### config.mk
export PLATFORM = sky130hd
export DESIGN_NAME = pipe_hazard_ctrl
export DESIGN_NICKNAME = d
export VERILOG_FILES = /design/src/rtl/pipe_hazard_ctrl_pkg.sv /design/src/rtl/pipe_hazard_ctrl_load_use_detect.sv /design/src/rtl/pipe_hazard_ctrl.sv
export SDC_FILE = /design/constraint.sdc
export NUM_CORES = 1
export LEC_CHECK = 0
export ABC_AREA = 1
export BUFFER_PORTS_ARGS = -buffer_cell sky130_fd_sc_hd__buf_4
export CAP_MARGIN = 15
export CORE_MARGIN = 2
export CORE_UTILIZATION = 45
export DETAILED_ROUTE_END_ITERATION = 7
export HOLD_SLACK_MARGIN = 0.06
export MAX_ROUTING_LAYER = met4
export PLACE_DENSITY = 0.73
export SLEW_MARGIN = 40
export SYNTH_ARGS = -nofsm -noshare
export SYNTH_HDL_FRONTEND = slang
export SYNTH_SLANG_ARGS = --single-unit
### constraint.sdc
create_clock -name clk -period 4.73 [get_ports clk]
set_input_delay 0.2365 -clock clk [delete_from_list [all_inputs] [get_ports clk]]
set_output_delay 0.2365 -clock clk [all_outputs]
set_load 0.1 [all_outputs]
### src/rtl/pipe_hazard_ctrl_pkg.sv
// -----------------------------------------------------------------------------
// pipe_hazard_ctrl_pkg
//   Shared pipeline definitions for the 5-stage core: register-address width,
//   hazard-controller defaults, FSM state encoding and the bundle of stage
//   load-enable / flush controls driven by pipe_hazard_ctrl.
// -----------------------------------------------------------------------------
package pipe_hazard_ctrl_pkg;

    // Architectural register-file address width (32 GPRs, r0 hardwired zero).
    localparam int REG_W = 5;

    // Hazard-controller defaults.
    localparam int DEF_TIMEOUT = 255;  // max data-memory wait cycles
    localparam int DEF_CNT_W   = 16;   // stall performance counter width

    // Hazard-controller FSM. ST_RSVD is never entered on purpose; if it is
    // ever seen (upset, bad init) the FSM falls back to ST_RUN.
    typedef enum logic [1:0] {
        ST_RUN      = 2'd0,
        ST_MEM_WAIT = 2'd1,
        ST_ERR      = 2'd2,
        ST_RSVD     = 2'd3
    } state_t;

    // Stage controls, pc_en in the MSB.
    typedef struct packed {
        logic pc_en;
        logic if_id_en;
        logic id_ex_en;
        logic ex_mem_en;
        logic mem_wb_en;
        logic if_id_flush;
        logic id_ex_flush;
        logic mem_wb_flush;
    } stage_ctrl_t;

    // Everything advances, nothing is squashed.
    localparam stage_ctrl_t CTRL_NORMAL = 8'b11111_000;
    // Everything frozen.
    localparam stage_ctrl_t CTRL_HALT   = 8'b00000_000;

endpackage : pipe_hazard_ctrl_pkg

### src/rtl/pipe_hazard_ctrl_load_use_detect.sv
// -----------------------------------------------------------------------------
// load_use_detect
//   Flags a load-use hazard: the instruction in EX is a load whose destination
//   (non-zero) is read by the instruction currently in ID.
//
//   Ports
//     ex_mem_read  in   EX instruction is a load
//     ex_rd        in   EX destination register
//     id_rs        in   ID source register rs
//     id_rt        in   ID source register rt
//     id_uses_rt   in   ID instruction actually reads rt
//     hazard       out  load-use hazard present this cycle
// -----------------------------------------------------------------------------
module load_use_detect
    import pipe_hazard_ctrl_pkg::*;
(
    input  logic             ex_mem_read,
    input  logic [REG_W-1:0] ex_rd,
    input  logic [REG_W-1:0] id_rs,
    input  logic [REG_W-1:0] id_rt,
    input  logic             id_uses_rt,
    output logic             hazard
);

    logic rs_match;
    logic rt_match;

    assign rs_match = (ex_rd == id_rs);
    // rt only counts when the ID instruction really sources it (e.g. not for
    // immediate forms that reuse the rt field as a destination).
    assign rt_match = id_uses_rt & (ex_rd == id_rt);

    // r0 is never written, so a load to r0 can never create a dependency.
    assign hazard = ex_mem_read & (ex_rd != '0) & (rs_match | rt_match);

endmodule : load_use_detect

### src/rtl/pipe_hazard_ctrl.sv
// -----------------------------------------------------------------------------
// pipe_hazard_ctrl
//   Central stall/flush controller for the 5-stage pipeline. Stage controls
//   are combinational from the registered FSM state and the current hazard
//   inputs; only the FSM, the memory-wait timer, the stall counter and the
//   sticky error flag are registered.
//
//   Control priority (highest first):
//     ERR > data-memory wait > taken branch > load-use > fetch wait > normal
//
//   Parameters
//     TIMEOUT   max data-memory wait cycles before entering ERR (>= 1)
//     CNT_W     width of the stall performance counter
//
//   Ports
//     clk               in   clock, all state on rising edge
//     rst               in   synchronous active-high reset
//     id_rs, id_rt      in   ID source registers
//     id_uses_rt        in   ID instruction reads rt
//     ex_mem_read       in   EX instruction is a load
//     ex_rd             in   EX destination register
//     ex_branch_taken   in   branch resolved taken in EX
//     dmem_req          in   MEM-stage data access pending
//     dmem_ready        in   data access completes this cycle
//     imem_ready        in   instruction fetch completes this cycle
//     stall_cnt_clr     in   synchronous clear of stall_cnt
//     pc_en .. mem_wb_en      out  stage load enables
//     *_flush                 out  load a bubble into that stage register
//     err               out  sticky timeout error
//     stall_cnt         out  saturating count of stalled-PC cycles
//     state             out  FSM state (debug)
// -----------------------------------------------------------------------------
module pipe_hazard_ctrl
    import pipe_hazard_ctrl_pkg::*;
#(
    parameter int unsigned TIMEOUT = DEF_TIMEOUT,
    parameter int unsigned CNT_W   = DEF_CNT_W
) (
    input  logic             clk,
    input  logic             rst,
    input  logic [REG_W-1:0] id_rs,
    input  logic [REG_W-1:0] id_rt,
    input  logic             id_uses_rt,
    input  logic             ex_mem_read,
    input  logic [REG_W-1:0] ex_rd,
    input  logic             ex_branch_taken,
    input  logic             dmem_req,
    input  logic             dmem_ready,
    input  logic             imem_ready,
    input  logic             stall_cnt_clr,
    output logic             pc_en,
    output logic             if_id_en,
    output logic             id_ex_en,
    output logic             ex_mem_en,
    output logic             mem_wb_en,
    output logic             if_id_flush,
    output logic             id_ex_flush,
    output logic             mem_wb_flush,
    output logic             err,
    output logic [CNT_W-1:0] stall_cnt,
    output logic [1:0]       state
);

    // Timer just wide enough to hold TIMEOUT.
    localparam int unsigned             WAIT_W    = (TIMEOUT < 2) ? 1 : $clog2(TIMEOUT + 1);
    localparam logic [WAIT_W-1:0]       TIMEOUT_V = WAIT_W'(TIMEOUT);
    localparam logic [CNT_W-1:0]        CNT_MAX   = '1;

    state_t            state_q;
    state_t            state_d;
    logic [WAIT_W-1:0] wait_q;
    logic [WAIT_W-1:0] wait_d;
    logic              err_q;
    logic [CNT_W-1:0]  cnt_q;

    stage_ctrl_t       ctrl;
    logic              load_use;
    logic              mem_wait;
    logic              stall_inc;

    // -------------------------------------------------------------------------
    // Hazard detect
    // -------------------------------------------------------------------------
    load_use_detect u_load_use (
        .ex_mem_read (ex_mem_read),
        .ex_rd       (ex_rd),
        .id_rs       (id_rs),
        .id_rt       (id_rt),
        .id_uses_rt  (id_uses_rt),
        .hazard      (load_use)
    );

    // A memory wait is either a fresh access that is not ready yet, or an
    // access we are already waiting on (dmem_req may drop while waiting).
    assign mem_wait = (dmem_req & ~dmem_ready) |
                      ((state_q == ST_MEM_WAIT) & ~dmem_ready);

    // -------------------------------------------------------------------------
    // FSM next state and stage controls
    // -------------------------------------------------------------------------
    always_comb begin
        state_d = state_q;
        wait_d  = wait_q;
        ctrl    = CTRL_NORMAL;

        unique case (state_q)
            ST_RUN: begin
                if (dmem_req & ~dmem_ready) begin
                    state_d = ST_MEM_WAIT;
                    wait_d  = WAIT_W'(1);
                end else begin
                    wait_d  = '0;
                end
            end
            ST_MEM_WAIT: begin
                if (dmem_ready) begin
                    state_d = ST_RUN;
                    wait_d  = '0;
                end else if (wait_q == TIMEOUT_V) begin
                    state_d = ST_ERR;
                end else begin
                    wait_d  = wait_q + 1'b1;
                end
            end
            ST_ERR: begin
                state_d = ST_ERR;   // only rst leaves ERR
            end
            default: begin
                state_d = ST_RUN;
                wait_d  = '0;
            end
        endcase

        if (rst) begin
            ctrl = CTRL_NORMAL;
        end else if (state_q == ST_ERR) begin
            ctrl = CTRL_HALT;
        end else if (mem_wait) begin
            // Freeze everything up to EX/MEM and feed bubbles into WB. A taken
            // branch sitting in EX stays there and is acted on once the wait
            // ends, so it is never dropped.
            ctrl              = CTRL_HALT;
            ctrl.mem_wb_en    = 1'b1;
            ctrl.mem_wb_flush = 1'b1;
        end else if (ex_branch_taken) begin
            ctrl.if_id_flush  = 1'b1;
            ctrl.id_ex_flush  = 1'b1;
        end else if (load_use) begin
            // Hold PC and IF/ID, insert one bubble behind the load.
            ctrl.pc_en        = 1'b0;
            ctrl.if_id_en     = 1'b0;
            ctrl.id_ex_flush  = 1'b1;
        end else if (~imem_ready) begin
            // Fetch not back yet: hold PC, let ID see a bubble.
            ctrl.pc_en        = 1'b0;
            ctrl.if_id_flush  = 1'b1;
        end
    end

    // Stalls are counted only while the pipe is alive; a dead pipe in ERR
    // would otherwise just peg the counter.
    assign stall_inc = ~ctrl.pc_en & (state_q != ST_ERR);

    // -------------------------------------------------------------------------
    // State
    // -------------------------------------------------------------------------
    always_ff @(posedge clk) begin
        if (rst) begin
            state_q <= ST_RUN;
            wait_q  <= '0;
            err_q   <= 1'b0;
            cnt_q   <= '0;
        end else begin
            state_q <= state_d;
            wait_q  <= wait_d;
            if (state_d == ST_ERR) begin
                err_q <= 1'b1;
            end
            if (stall_cnt_clr) begin
                cnt_q <= '0;
            end else if (stall_inc && (cnt_q != CNT_MAX)) begin
                cnt_q <= cnt_q + 1'b1;
            end
        end
    end

    // -------------------------------------------------------------------------
    // Outputs. While rst is held the controller looks like a clean RUN state
    // even before the first reset edge has been taken.
    // -------------------------------------------------------------------------
    assign pc_en        = ctrl.pc_en;
    assign if_id_en     = ctrl.if_id_en;
    assign id_ex_en     = ctrl.id_ex_en;
    assign ex_mem_en    = ctrl.ex_mem_en;
    assign mem_wb_en    = ctrl.mem_wb_en;
    assign if_id_flush  = ctrl.if_id_flush;
    assign id_ex_flush  = ctrl.id_ex_flush;
    assign mem_wb_flush = ctrl.mem_wb_flush;
    assign err          = err_q & ~rst;
    assign state        = rst ? ST_RUN : state_q;
    assign stall_cnt    = cnt_q;

endmodule : pipe_hazard_ctrl

; ---- Word level (Yosys, flattened, before mapping)
; Index checks and enable logic that the tools add are counted.
[word_totals]
input_bits = 24
out_inout_bits = 27
ff_bits = 27
wordCells = 56
[classes]
addsub = 2
reduce_logical = 5
eq_ne = 9
n_bitwise = 13
n_mux = 23
[ops]
columns = op, count
row1 = 8-bit two-way mux, 4
row2 = 8-bit one-hot mux with 3 select lines, 1
row3 = "16-bit by 1-bit adder with 16-bit output, second input constant", 1
row4 = 2-bit two-way mux, 8
row5 = "16-bit != test, second input constant", 1
row6 = 5-bit equality test, 2
row7 = "8-bit by 1-bit adder with 8-bit output, second input constant", 1
row8 = "8-bit equality test, second input constant", 1
row9 = 1-bit two-way mux, 8
row10 = 1-bit AND, 7
row11 = 2-bit one-hot mux with 3 select lines, 1
row12 = 5-bit nonzero test, 1
row13 = "2-bit equality test, second input constant", 2
row14 = 1-bit inverter, 4
row15 = 3-bit two-way mux, 1
row16 = "3-bit != test, second input constant", 1
row17 = "2-bit by 1-bit equality test with 1-bit output, second input constant", 1
row18 = 2-bit zero test, 1
row19 = "2-bit != test, second input constant", 1
row20 = 1-bit OR, 2
row21 = 2-bit AND reduction, 1
row22 = 2-bit OR reduction, 1
row23 = 1-bit logical AND, 1

; ---- Logic depth before layout (Yosys ltp)
; Gate-level depths: netlist (run 1).
[depth]
depth_word = 12
ltp_mapped = 12
mapped_depth_nobuf = 12

; ---- Hierarchy
; A second synthesis (run 1) with hierarchy kept.
[unflattened]
cells_unflattened = 319
area_unflattened_um2 = 1924.3
[modules_own_cells]
columns = module, instances, seq_area_each_um2, cells_each, area_per_inst_um2
row1 = pipe_hazard_ctrl, 1, 540.5, 267, 1717.9
row2 = load_use_detect, 1, 0.0, 52, 206.4

; ---- Least setup slack after synthesis (run 1)
; Ideal clock, no wire load.
[synth_timing]
path_type = reg2out
startpoint = register state_q[1]
endpoint = output port pc_en
n_path_buf = 1
required_time_ps = 4493
setup_slack_ps = 1149
path_stages_with_launch = 8
t_arrival_ps = 3345
path_cell_list = dfxtp_1 -> inv_2 -> nand2_1 -> a21oi_1 -> o21ai_1 -> nand3_2 -> buf_2 -> inv_1
[synth_via]
elab_chain_len = 6
word_cells_on_any_way = 7
cone_classes = eq/ne (2) / mux (3) / bitwise (2)
[synth_lines]
columns = item, line
row1 = start: declaration, pipe_hazard_ctrl.sv:69  ; state_t state_q;
row2 = start signal: assignment, pipe_hazard_ctrl.sv:174  ; state_q <= state_d;
row3 = 2-bit by 1-bit equality test with 1-bit output, pipe_hazard_ctrl.sv:96  ; ((state_q == ST_MEM_WAIT) & ~dmem_ready);
row4 = 1-bit AND, pipe_hazard_ctrl.sv:96
row5 = 1-bit OR, pipe_hazard_ctrl.sv:95  ; assign mem_wait = (dmem_req & ~dmem_ready) |
row6 = 2-bit two-way mux, pipe_hazard_ctrl.sv:138  ; end else if (mem_wait) begin
row7 = 8-bit two-way mux *, pipe_hazard_ctrl.sv:136  ; end else if (state_q == ST_ERR) begin
row8 = 8-bit two-way mux *, pipe_hazard_ctrl.sv:134  ; if (rst) begin
row9 = end: declaration, pipe_hazard_ctrl.sv:51  ; output logic pc_en,
; Mark *: on every way between the ends. The rest lies on a longest branch, timed or not.

; ---- Worst setup path after layout (run 1)
; Ends and elaborated chain as after synthesis.

==> results_tabular.tex, run 1 <==
\begin{tabular}{lr}
\hline
Metric & Value \\
\hline
\multicolumn{2}{l}{\textbf{Floorplanning}} \\
Placement row count & 23 \\
Core Box Area & roughly 0.004 mm\^{}2 \\
Full die area & roughly 0.0046 mm\^{}2 \\
Starting Density & a little under half \\
\# IOs & 51 \\
Overall die height & between 60 and 70 um \\
Die Wd & $\sim$68 um \\
\multicolumn{2}{l}{\textbf{Clocking}} \\
Post-CTS setup-driven buffer insertion count & 0 \\
CTS tree & built \\
Clock sink count & 27 \\
Root cell of the clock tree & clkbuf\_8 \\
Clk buf depth & 2 \\
H-tree levels & 1 \\
Hold-fix buffers, CTS & 0 \\
Total clock buffers created by CTS & 3 \\
Skew-Pair Late Insertion Delay & between 0.2 and 0.3 ns \\
Number of gates resized after cts & 0 \\
Reg clk slew, reported paths & roughly 0.10 ns \\
\multicolumn{2}{l}{\textbf{Global route}} \\
All-layer global routing usage & around a fifth \\
Global route total overflow & 0 \\
Vias in the first global route & roughly 1700 \\
Number of antenna violations at the first check in global routing & 0 \\
Maximum number of pins on one net before global-route repair & 21 \\
Wire length of the first global-routing pass & 7210 um \\
\multicolumn{2}{l}{\textbf{Critical path}} \\
Setup crit end kind & output pin \\
List of cells traversed by the critical path & inv\_2 > nand2\_1 > a21oi\_1 > o21ai\_1 > nand3\_2 > inv\_1 > buf\_4 \\
CP max-delay cell & nand3\_2 \\
CP Data Required Time & between 4 and 5 ns \\
Reg-to-reg critical path startpoint & state\_q[1]\$\_SDFF\_PP0\_ \\
Worst EP arrival & around 2.0 ns \\
Worst setup SP type & flop \\
Number of cells traversed by the worst register-to-register path & 10 \\
Endpoint of the worst-slack reg-to-reg timing path & wait\_q[7]\$\_SDFFE\_PP0P\_ \\
Internal reg-to-reg setup slack & between 2 and 3 ns \\
Largest stage delay on the critical path & roughly 0.44 ns \\
Critical path class & flop to output pin \\
Maximum net fanout on the critical path & 19 \\
\multicolumn{2}{l}{\textbf{Route}} \\
Residual DRC & 0 \\
Number of detailed-routing iterations run before antenna repair & 4 \\
Number of nets with antenna violations after detailed routing & 0 \\
Post-detailed-routing wire length & approximately 4400 um \\
Violation count after the first detailed-routing iteration & about 130 \\
WL/cell & 11.5 um \\
Number of vias in the routed layout & $\sim$1900 \\
Number of vias per cell & 4.99 \\
\multicolumn{2}{l}{\textbf{Yosys}} \\
Top-count cell post-synth & nand2\_1 \\
Post-synthesis register bit count & 27 \\
EDFF count, synth & 0 \\
Post-synth net total & 312 \\
Async S/R FF share, synth & 0\% \\
Fraction of synthesized cell area taken by the top area cell type & between 20\% and 30\% \\
Post-synthesis instance area & between 0.0015 and 0.002 mm\^{}2 \\
Library cells used by synthesis & 28 \\
Fraction of the yosys area taken by sequential cells & a little under 30\% \\
Post-synthesis cell count & about 290 \\
Avg Synthesized Cell Area & 6.44 um\^{}2 \\
Number of warnings reported in the yosys synthesis log & 0 \\
Top FF cell, synth & dfxtp\_1 \\
Ranking of synthesized cells by area & dfxtp\_1, nand2\_1, inv\_1, nor2\_1, nand4\_1 \\
Top post-synthesis cells by count & nand2\_1, inv\_1, nor2\_1 \\
Largest area contributor in the synthesized netlist & dfxtp\_1 \\
\multicolumn{2}{l}{\textbf{Layout}} \\
Total area of sequential cells & between 500 and 600 um\^{}2 \\
Area growth from synthesis to layout & 24.0\% \\
Nets & approximately 360 \\
Area taken by multi-input logic gates & 0.00107 mm\^{}2 \\
Total of fill cells in the finished design & between 300 and 400 \\
Antenna diodes & 0 \\
Share of final-layout standard cells stronger than drive strength 1 & approximately 22\% \\
\multicolumn{2}{l}{\textbf{Run}} \\
Max Cap Violations & 0 \\
\multicolumn{2}{l}{\textbf{Power and ir drop}} \\
Leakage dissipation & 0.00105 uW \\
Switching part of the total power & about a third \\
Largest voltage drop on the vdd net & between 0.1 and 0.15 mV \\
Cell area power density & between 200 and 250 mW/mm\^{}2 \\
Reg power frac & around half \\
Internal power & 317 uW \\
Relative contribution of combinational cells to total power & 20.2\% \\
Portion of total power attributed to the clock network & $\sim$30\% \\
Net Sw Power & 145 uW \\
\multicolumn{2}{l}{\textbf{STA}} \\
Number of setup violations in the final report & 0 \\
Max Fclk & $\sim$440 MHz \\
Final number of max-transition violations & 0 \\
Slew at the pin closest to its max-slew limit & 0.686 ns \\
Portion of the clock cycle consumed by the worst path in the final layout & 48.1\% \\
Slew headroom & between 50\% and 60\% \\
Final hold violation count & 0 \\
Shortest clock period the worst path allows after layout & 2.28 ns \\
Worst setup margin & 2.45 ns \\
Largest clock skew in the final design & 0.00954 ns \\
Unrepaired setup endpoints after global routing & false \\
Summed negative setup slack over all endpoints & 0 ns \\
\multicolumn{2}{l}{\textbf{Min path}} \\
Hold-critical path depth & 2 \\
Class of the most critical hold timing path & input port to flop \\
Hold path start & rst \\
End point of the most critical hold path & err\_q\$\_SDFFE\_PP0N\_ \\
\multicolumn{2}{l}{\textbf{Placed design}} \\
Worst Setup Slack post-DPL & 2.62 ns \\
Port bufs & 50 \\
Routability Congestion & just under 0.9 \\
Post-DP HPWL & roughly 3300 um \\
\multicolumn{2}{l}{\textbf{Run status}} \\
Outcome & complete, no violations \\
\hline
\end{tabular}
[final cells by class]
| type | instances | share of cell area, % |
|---|---|---|
| well taps | 50 | 2.74 |
| multi-input cells | 201 | 46.8 |
| inverters | 50 | 8.22 |
| clock buffers | 3 | 1.81 |
| clock inverters | 1 | 0.329 |
| flip-flops and latches | 27 | 23.7 |
| repair buffers | 50 | 16.4 |
[how the worst max path moves through the flow]
| stage | from | to | slack (ns) |
|---|---|---|---|
| global route | state_q[1]$_SDFF_PP0_ | pc_en | 2.25 |
| global placement | state_q[1]$_SDFF_PP0_ | wait_q[7]$_SDFFE_PP0P_ | 2.66 |
| CTS | state_q[1]$_SDFF_PP0_ | pc_en | 2.45 |
| detailed placement | state_q[1]$_SDFF_PP0_ | wait_q[7]$_SDFFE_PP0P_ | 2.62 |
| finish | state_q[1]$_SDFF_PP0_ | pc_en | 2.45 |
| floorplan | state_q[1]$_SDFF_PP0_ | pc_en | 1.15 |
[registers in the layout, summed over array words and instances (netlist names)]
signal,cells
err_q,1
state_q,2
wait_q,8
stall_cnt,16
[critical path, delay by kind of cell (launching register included)]
kind            cells  cell delay, ns
compound gates      2            0.41
buf+inv             3            0.49
flops               1            0.34
simple gates        2            0.51
[cell usage in the layout (no fill, tap or decap), drive strengths merged, types with 3 or more instances in the layout]
| cell type | n |
|---|---|
| nand4 | 18 |
| nand3 | 19 |
| xor2 | 8 |
| o21ai | 5 |
| nand2 | 74 |
| dfxtp | 27 |
| xnor2 | 6 |
| nor3 | 10 |
| buf | 50 |
| a21oi | 22 |
| clkbuf | 3 |
| inv | 50 |
| nor3b | 3 |
| nor2 | 31 |
[stage by stage]
| stage | std cells | utilization [%] | hold slack [ns] | area (um^2) | total power [uW] |
|---|---|---|---|---|---|
| final | 382 | 57.5 | 0.174 | 2280 | 462 |
| after floorplan | 286 | - | 0.393 | 1840 | 300 |
| after CTS | 382 | 57.5 | 0.160 | 2280 | 470 |
| after detailed placement | 378 | 56.3 | 0.464 | 2230 | 329 |
| after global routing | 382 | 57.5 | 0.167 | 2280 | 487 |
| after global placement | 378 | 56.3 | 0.450 | 2230 | 327 |
[metal layers]
| layer | wire length (um) | up-vias | global-route usage (%) |
|---|---|---|---|
| met5 | 0 | - | - |
| met4 | 71 | 0 | 7.75 |
| met3 | 209 | 9 | 5.59 |
| met2 | 2090 | 43 | 35.6 |
| met1 | 2030 | 856 | 23.3 |
| li1 | - | 997 | - |
[cell families after synthesis]
group / after synthesis / share of synthesized area (%)
AO/OA/AOI/OAI: 28 / 9.71
XOR/XNOR: 14 / 6.66
adder cells (fa/ha/maj): 2 / 1.36
buffers and inverters: 58 / 12.6
flip-flops: 27 / 29.3
AND/OR/NAND/NOR: 157 / 40.3
[power groups by stage]
stage / sequential, uW / clock (uW) / combinational [uW]
after floorplan: 238 / 0 / 62.2
after global placement: 235 / 0 / 92.1
final: 230 / 139 / 93.5
after detailed placement: 235 / 0 / 93.4
after CTS: 230 / 146 / 93.6
after global routing: 230 / 156 / 101
Power figures use the tool's default switching activity.
==> run 2: changes to the inputs <==
- clock period: 4.73 -> 2.11 ns (I/O delays scaled with it)
==> run 2 against run 1 <==
Effect of this change:
- clock skew down 0.0061 ns
- non-clock buffer count up 4
- largest cell class unchanged
- total power up 130%
- highest routed layer unchanged
- combinational power up 130%
- final area up 4.3%
- clock power up 120%
- worst setup slack worse by 2.3 ns
==> results_tabular.tex, run 2 (synthesized netlist as in run 1, its figures left out) <==
\begin{tabular}{lr}
\hline
Metric & Value \\
\hline
\multicolumn{2}{l}{\textbf{Route}} \\
Number of detailed-routing iterations run before antenna repair & 4 (unchanged) \\
Post-detailed-routing wire length & 4200 um (was 4400 um) \\
Number of vias in the routed layout & 1866 (was 1905) \\
Number of nets with antenna violations after detailed routing & 0 (unchanged) \\
Violation count after the first detailed-routing iteration & 85 (was 129) \\
WL/cell & 10.9 um (was 11.5 um) \\
Number of vias per cell & 4.83 (was 4.99) \\
Residual DRC & 0 (unchanged) \\
\multicolumn{2}{l}{\textbf{Layout}} \\
Share of final-layout standard cells stronger than drive strength 1 & 27.4\% (was 22.3\%) \\
Top library cells by usage in the layout, fill and taps aside & nand2\_1, buf\_4, inv\_1, nor2\_1, nand4\_1 (was nand2\_1, buf\_4, inv\_1, nor2\_1, dfxtp\_1) \\
Antenna diodes & 0 (unchanged) \\
Area taken by multi-input logic gates & 0.00111 mm\^{}2 (was 0.00107 mm\^{}2) \\
Total area of sequential cells & 559 um\^{}2 (was 541 um\^{}2) \\
Number of flip-flops in the largest register & 16 (unchanged) \\
Total of fill cells in the finished design & 395 (was 392) \\
Area growth from synthesis to layout & 29.3\% (was 24.0\%) \\
Core occupancy in the finished layout & 60.0\% (was 57.5\%) \\
Final instance area & 0.00238 mm\^{}2 (was 0.00228 mm\^{}2) \\
Number of standard cells in the final layout excluding fillers & 386 (was 382) \\
Nets & 363 (was 359) \\
Most common library cell in the layout ignoring fill and taps & nand2\_1 (unchanged) \\
\multicolumn{2}{l}{\textbf{STA}} \\
Hold WS & 0.0798 ns (was 0.174 ns) \\
Final hold violation count & 0 (unchanged) \\
Slew at the pin closest to its max-slew limit & 0.660 ns (was 0.686 ns) \\
Final number of max-transition violations & 0 (unchanged) \\
Slew headroom & 55.9\% (was 54.2\%) \\
Shortest clock period the worst path allows after layout & 1.95 ns \\
Portion of the clock cycle consumed by the worst path in the final layout & 92.2\% \\
Number of setup violations in the final report & 0 (unchanged) \\
Max Fclk & 514 MHz \\
Largest clock skew in the final design & 0.00341 ns (was 0.00954 ns) \\
Unrepaired setup endpoints after global routing & false (unchanged) \\
\multicolumn{2}{l}{\textbf{Power and ir drop}} \\
Largest voltage drop on the vdd net & 0.391 mV (was 0.143 mV) \\
Cell area power density & 437 mW/mm\^{}2 (was 202 mW/mm\^{}2) \\
Leakage dissipation & 0.00108 uW (was 0.00105 uW) \\
\multicolumn{2}{l}{\textbf{Run status}} \\
Outcome & complete, no violations (unchanged) \\
\multicolumn{2}{l}{\textbf{Placed design}} \\
Cell count after placement & 381 (was 378) \\
Post-DP HPWL & 3250 um (was 3260 um) \\
Routability Congestion & 0.834 (was 0.886) \\
Port bufs & 50 (unchanged) \\
Area post-placement & 0.00231 mm\^{}2 (was 0.00223 mm\^{}2) \\
\multicolumn{2}{l}{\textbf{Critical path}} \\
Setup crit end kind & flop (was output pin) \\
Buffers plus inverters on the worst setup path & 0 (was 3) \\
Worst EP arrival & 2.15 ns (was 2.04 ns) \\
Gate family responsible for the most delay along the worst path & simple AND/OR/NAND/NOR gates (unchanged) \\
Largest stage delay on the critical path & 0.39 ns (was 0.44 ns) \\
Maximum net fanout on the critical path & 16 (was 19) \\
CP Data Required Time & 2.32 ns (was 4.49 ns) \\
List of cells traversed by the critical path & ha\_1 > nand3\_2 > nor3\_4 > nand2\_2 > nor3\_4 > nand2\_4 > nand3\_4 > nand2\_1 > a21oi\_2 (was inv\_2 > nand2\_1 > a21oi\_1 > o21ai\_1 > nand3\_2 > inv\_1 > buf\_4) \\
Worst setup SP type & flop (unchanged) \\
CP max-delay cell & dfxtp\_4 (was nand3\_2) \\
Critical path class & flop to flop (was flop to output pin) \\
Logic depth of the worst path, buffers included & 9 (was 7) \\
Number of cells traversed by the worst register-to-register path & 9 (was 10) \\
Most Frequent Cell on Critical Path & nor3\_4 \\
\multicolumn{2}{l}{\textbf{Global route}} \\
Vias in the first global route & 1672 (was 1740) \\
Number of antenna violations at the first check in global routing & 0 (unchanged) \\
Global route total overflow & 0 (unchanged) \\
Wire length of the first global-routing pass & 6930 um (was 7210 um) \\
All-layer global routing usage & 19.6\% (was 20.9\%) \\
Maximum number of pins on one net before global-route repair & 20 (was 21) \\
\multicolumn{2}{l}{\textbf{Clocking}} \\
Total clock buffers created by CTS & 3 (unchanged) \\
Skew-Pair Late Insertion Delay & 0.28 ns (was 0.29 ns) \\
Root cell of the clock tree & clkbuf\_8 (unchanged) \\
Clock sink count & 27 (unchanged) \\
Clk buf depth & 2 (unchanged) \\
H-tree levels & 1 (unchanged) \\
CTS tree & built (unchanged) \\
Post-CTS setup-driven buffer insertion count & 0 (unchanged) \\
Reg clk slew, reported paths & 0.10 ns (about the same) \\
\multicolumn{2}{l}{\textbf{Floorplanning}} \\
Starting Density & 46.4\% (unchanged) \\
Die Wd & 68.0 um (unchanged) \\
\# IOs & 51 (unchanged) \\
Overall die height & 68.0 um (unchanged) \\
Full die area & 0.00462 mm\^{}2 (unchanged) \\
Placement row count & 23 (unchanged) \\
Core Box Area & 0.00397 mm\^{}2 (unchanged) \\
\multicolumn{2}{l}{\textbf{Min path}} \\
Class of the most critical hold timing path & input port to flop (unchanged) \\
Hold-critical path depth & 4 (was 2) \\
\multicolumn{2}{l}{\textbf{Run}} \\
Max Cap Violations & 0 (unchanged) \\
\hline
\end{tabular}
-- run 2: cell types whose count changed in the layout (fill, tap and decap cells not counted), moves of 2 or more --
cell     change
buf_4        +3
dfxtp_4      +2
a21oi_4      +2
dfxtp_2      +9
dfxtp_1     -11
a21oi_1      -2
-- run 2: stage by stage --
step | TNS [ns] | worst slack [ns] | power [uW]
2_1_floorplan | -0.288 | -0.288 | 679
6_report | 0 | 0.165 | 1040
3_5_place_dp | 0 | 0.215 | 740
3_3_place_gp | 0 | 0.294 | 739
4_1_cts | 0 | 0.108 | 1060
5_1_grt | 0 | 0.0333 | 1090
-- run 2: final timing paths --
check,from,end,slack (ns)
min,stall_cnt_clr,stall_cnt[12]$_SDFFE_PP0P_,0.08
min reg2reg,err_q$_SDFFE_PP0N_,err_q$_SDFFE_PP0N_,0.46
max,stall_cnt[0]$_SDFFE_PP0P_,stall_cnt[6]$_SDFFE_PP0P_,0.16
max reg2reg,stall_cnt[0]$_SDFFE_PP0P_,stall_cnt[6]$_SDFFE_PP0P_,0.16
-- run 2: worst min-delay path, stage by stage --
cell,delay (ns)
buf_4,0.08
nor2_1,0.04
nand2_1,0.06
nor2_1,0.04
-- run 2: layout make-up --
| type | instances | area share, % |
|---|---|---|
| Clock buffer | 3 | 1.73 |
| Sequential cell | 27 | 23.5 |
| Inverter | 50 | 7.88 |
| Clock inverter | 1 | 0.368 |
| Tap cell | 50 | 2.63 |
| Multi-Input combinational cell | 201 | 46.8 |
| Timing Repair Buffer | 54 | 17.1 |
-- run 2: power by group --
group | internal [uW] | switching, uW | total [uW]
sequential | 510 | 2.93 | 513
combinational | 68.2 | 149 | 217
clock | 139 | 173 | 312
total | 717 | 324 | 1040
-- run 2: repair_timing --
item | CTS | global route
hold endpoints to repair | 2 | 0
endpoints found under the setup margin | 0 | 1
resized for setup | 0 | 1
hold buffers | 1 | 0
-- run 2: metal layers --
metal	vias to the layer above	GRT usage, %	wire length (um)
met1	813	24.1	2000
met2	39	33.7	1940
met3	4	3.95	233
met4	0	3.00	26
li1	1010	-	-
met5	-	-	0
==> run 3: changes to the inputs <==
- CORE_UTILIZATION: 45 -> 52
- PLACE_DENSITY: 0.73 -> 0.82
==> run 3 against run 2 <==
Effect of this change:
- sequential share of layout area increased by 0.41 points
- sequential power about the same
- first-iteration DRC count fell by 7.1%
- wire length shrank 2.6%
- critical path depth fell by 2
- die area decreased by 13%
- clock-buffer cell count is 1 higher
- maximum frequency fell by 3.2%
- clock skew grew 0.017 ns
- total power shrank 8.3%
- worst setup slack got worse by 0.065 ns
- critical path type is now flop to output pin
- critical endpoint is now id_ex_flush
- largest power group unchanged
==> results_tabular.tex, run 3 (synthesized netlist as in run 1, its figures left out) <==
\begin{tabular}{lr}
\hline
Metric & Value \\
\hline
\multicolumn{2}{l}{\textbf{Layout}} \\
Number of flip-flops in the largest register & 16 (unchanged) \\
Core occupancy in the finished layout & 69.6\% (was 60.0\%) \\
Area growth from synthesis to layout & 27.1\% (was 29.3\%) \\
Nets & 362 (was 363) \\
Share of final-layout standard cells stronger than drive strength 1 & 26.6\% (was 27.4\%) \\
Number of standard cells in the final layout excluding fillers & 381 (was 386) \\
Top library cells by usage in the layout, fill and taps aside & nand2\_1, buf\_4, inv\_1, nor2\_1, nand4\_1 (unchanged) \\
Most common library cell in the layout ignoring fill and taps & nand2\_1 (unchanged) \\
Antenna diodes & 0 (unchanged) \\
\multicolumn{2}{l}{\textbf{Clocking}} \\
Reg clk slew, reported paths & 0.12 ns (was 0.10 ns) \\
Post-CTS setup-driven buffer insertion count & 0 (unchanged) \\
Skew-Pair Late Insertion Delay & 0.33 ns (was 0.28 ns) \\
CTS tree & built (unchanged) \\
Number of gates resized after cts & 0 (unchanged) \\
H-tree levels & 1 (unchanged) \\
Clk buf depth & 2 (unchanged) \\
Root cell of the clock tree & clkbuf\_4 (was clkbuf\_8) \\
Clock sink count & 27 (unchanged) \\
Total clock buffers created by CTS & 3 (unchanged) \\
\multicolumn{2}{l}{\textbf{Power and ir drop}} \\
Largest voltage drop on the vdd net & 0.396 mV (was 0.391 mV) \\
Cell area power density & 408 mW/mm\^{}2 (was 437 mW/mm\^{}2) \\
Leakage dissipation & 0.00106 uW (was 0.00108 uW) \\
\multicolumn{2}{l}{\textbf{Floorplanning}} \\
Overall die height & 63.5 um (was 68.0 um) \\
Full die area & 0.00403 mm\^{}2 (was 0.00462 mm\^{}2) \\
Core Box Area & 0.00336 mm\^{}2 (was 0.00397 mm\^{}2) \\
\# IOs & 51 (unchanged) \\
Starting Density & 54.8\% (was 46.4\%) \\
Die Wd & 63.5 um (was 68.0 um) \\
Placement row count & 21 (was 23) \\
\multicolumn{2}{l}{\textbf{STA}} \\
Number of setup violations in the final report & 0 (unchanged) \\
Worst setup margin & 0.100 ns (was 0.165 ns) \\
Largest clock skew in the final design & 0.0208 ns (was 0.00341 ns) \\
Final number of max-transition violations & 0 (unchanged) \\
Shortest clock period the worst path allows after layout & 2.01 ns (was 1.95 ns) \\
Slew headroom & 57.7\% (was 55.9\%) \\
Hold WS & 0.113 ns (was 0.0798 ns) \\
Slew at the pin closest to its max-slew limit & 0.634 ns (was 0.660 ns) \\
Unrepaired setup endpoints after global routing & true (was false) \\
Max Fclk & 498 MHz (was 514 MHz) \\
Summed negative setup slack over all endpoints & 0 ns (unchanged) \\
Portion of the clock cycle consumed by the worst path in the final layout & 95.3\% (was 92.2\%) \\
Final hold violation count & 0 (unchanged) \\
\multicolumn{2}{l}{\textbf{Global route}} \\
Met2 Usage GRT & 36.4\% (was 33.7\%) \\
GRT busiest layer & met2 (unchanged) \\
Global route total overflow & 0 (unchanged) \\
Maximum number of pins on one net before global-route repair & 20 (unchanged) \\
Number of antenna violations at the first check in global routing & 0 (unchanged) \\
Wire length of the first global-routing pass & 7180 um (was 6930 um) \\
GR Layer Usage met1 & 28.4\% (was 24.1\%) \\
Met3 usage & 3.93\% (was 3.95\%) \\
All-layer global routing usage & 22.2\% (was 19.6\%) \\
Vias in the first global route & 1691 (was 1672) \\
\multicolumn{2}{l}{\textbf{Critical path}} \\
Worst EP arrival & 1.90 ns (was 2.15 ns) \\
Setup crit end kind & output pin (was flop) \\
Critical path class & flop to output pin (was flop to flop) \\
Maximum net fanout on the critical path & 19 (was 16) \\
Reg-to-reg critical path startpoint & stall\_cnt[0]\$\_SDFFE\_PP0P\_ (unchanged) \\
Worst setup SP type & flop (unchanged) \\
Internal reg-to-reg setup slack & 0.22 ns (was 0.16 ns) \\
Start point of the critical path & state\_q[1]\$\_SDFF\_PP0\_ (was stall\_cnt[0]\$\_SDFFE\_PP0P\_) \\
CP Data Required Time & 2.00 ns (was 2.32 ns) \\
\multicolumn{2}{l}{\textbf{Run}} \\
Max Cap Violations & 0 (unchanged) \\
\multicolumn{2}{l}{\textbf{Route}} \\
Post-detailed-routing wire length & 4090 um (was 4200 um) \\
Violation count after the first detailed-routing iteration & 79 (was 85) \\
Residual DRC & 0 (unchanged) \\
Number of detailed-routing iterations run before antenna repair & 5 (was 4) \\
WL/cell & 10.7 um (was 10.9 um) \\
Number of nets with antenna violations after detailed routing & 0 (unchanged) \\
Number of vias in the routed layout & 1879 (was 1866) \\
Number of vias per cell & 4.93 (was 4.83) \\
\multicolumn{2}{l}{\textbf{Placed design}} \\
Cell count after placement & 375 (was 381) \\
Post-DP HPWL & 3140 um (was 3250 um) \\
Port bufs & 50 (unchanged) \\
Routability Congestion & 0.881 (was 0.834) \\
Worst Setup Slack post-DPL & 0.250 ns (was 0.215 ns) \\
\multicolumn{2}{l}{\textbf{Run status}} \\
Outcome & complete, no violations (unchanged) \\
\multicolumn{2}{l}{\textbf{Min path}} \\
Class of the most critical hold timing path & input port to flop (unchanged) \\
Hold path start & dmem\_ready (was stall\_cnt\_clr) \\
\hline
\end{tabular}
-- run 3: path summary, 6_finish.rpt --
kind / to / depth (start not counted)
worst max-delay path: id_ex_flush / 7
worst min-delay path: wait_q[0]$_SDFFE_PP0P_ / 4
worst max register to register: stall_cnt[0]$_SDFFE_PP0P_ / 9
worst min register to register: err_q$_SDFFE_PP0N_ / 2
-- run 3: area by class of cell --
| class | instances | area (um^2) |
|---|---|---|
| clock buffers | 4 | 26.3 |
| fillers | 309 | 1020 |
| inverters | 50 | 188 |
| multi-input cells | 201 | 1110 |
| flip-flops and latches | 27 | 559 |
| well taps | 46 | 57.6 |
| repair buffers | 53 | 403 |
-- run 3: worst max-delay path, stage by stage (launching register included) --
cell	delay (ns)
dfxtp_1	0.34
inv_2	0.05
nor2_1	0.37
inv_1	0.11
buf_4	0.23
nand3_1	0.21
a21oi_4	0.04
buf_4	0.23
-- run 3: what timing repair did --
action / 4_1_cts / 5_1_grt
hold buffers: 2 / 0
endpoints found under the setup margin: 0 / 2
hold endpoints to repair: 3 / 0
-- run 3: where the power goes --
part	switching (uW)	total, uW	internal, uW	leakage [uW]
clock	148	222	74.1	0.0000150
combinational	150	219	68.7	0.000825
sequential	3.11	514	511	0.000224
-- run 3: metal layers --
metal  wire length [um]  vias up
li1                   -     1007
met1               1960      820
met2               1870       48
met3                212        4
met4                 37        0
met5                  0        -
-- run 3: metrics by stage --
| step | total power, uW | cell area [um^2] |
|---|---|---|
| 2_1_floorplan | 679 | 1900 |
| 3_3_place_gp | 738 | 2290 |
| 3_5_place_dp | 742 | 2290 |
| 4_1_cts | 967 | 2340 |
| 5_1_grt | 1010 | 2340 |
| 6_report | 955 | 2340 |
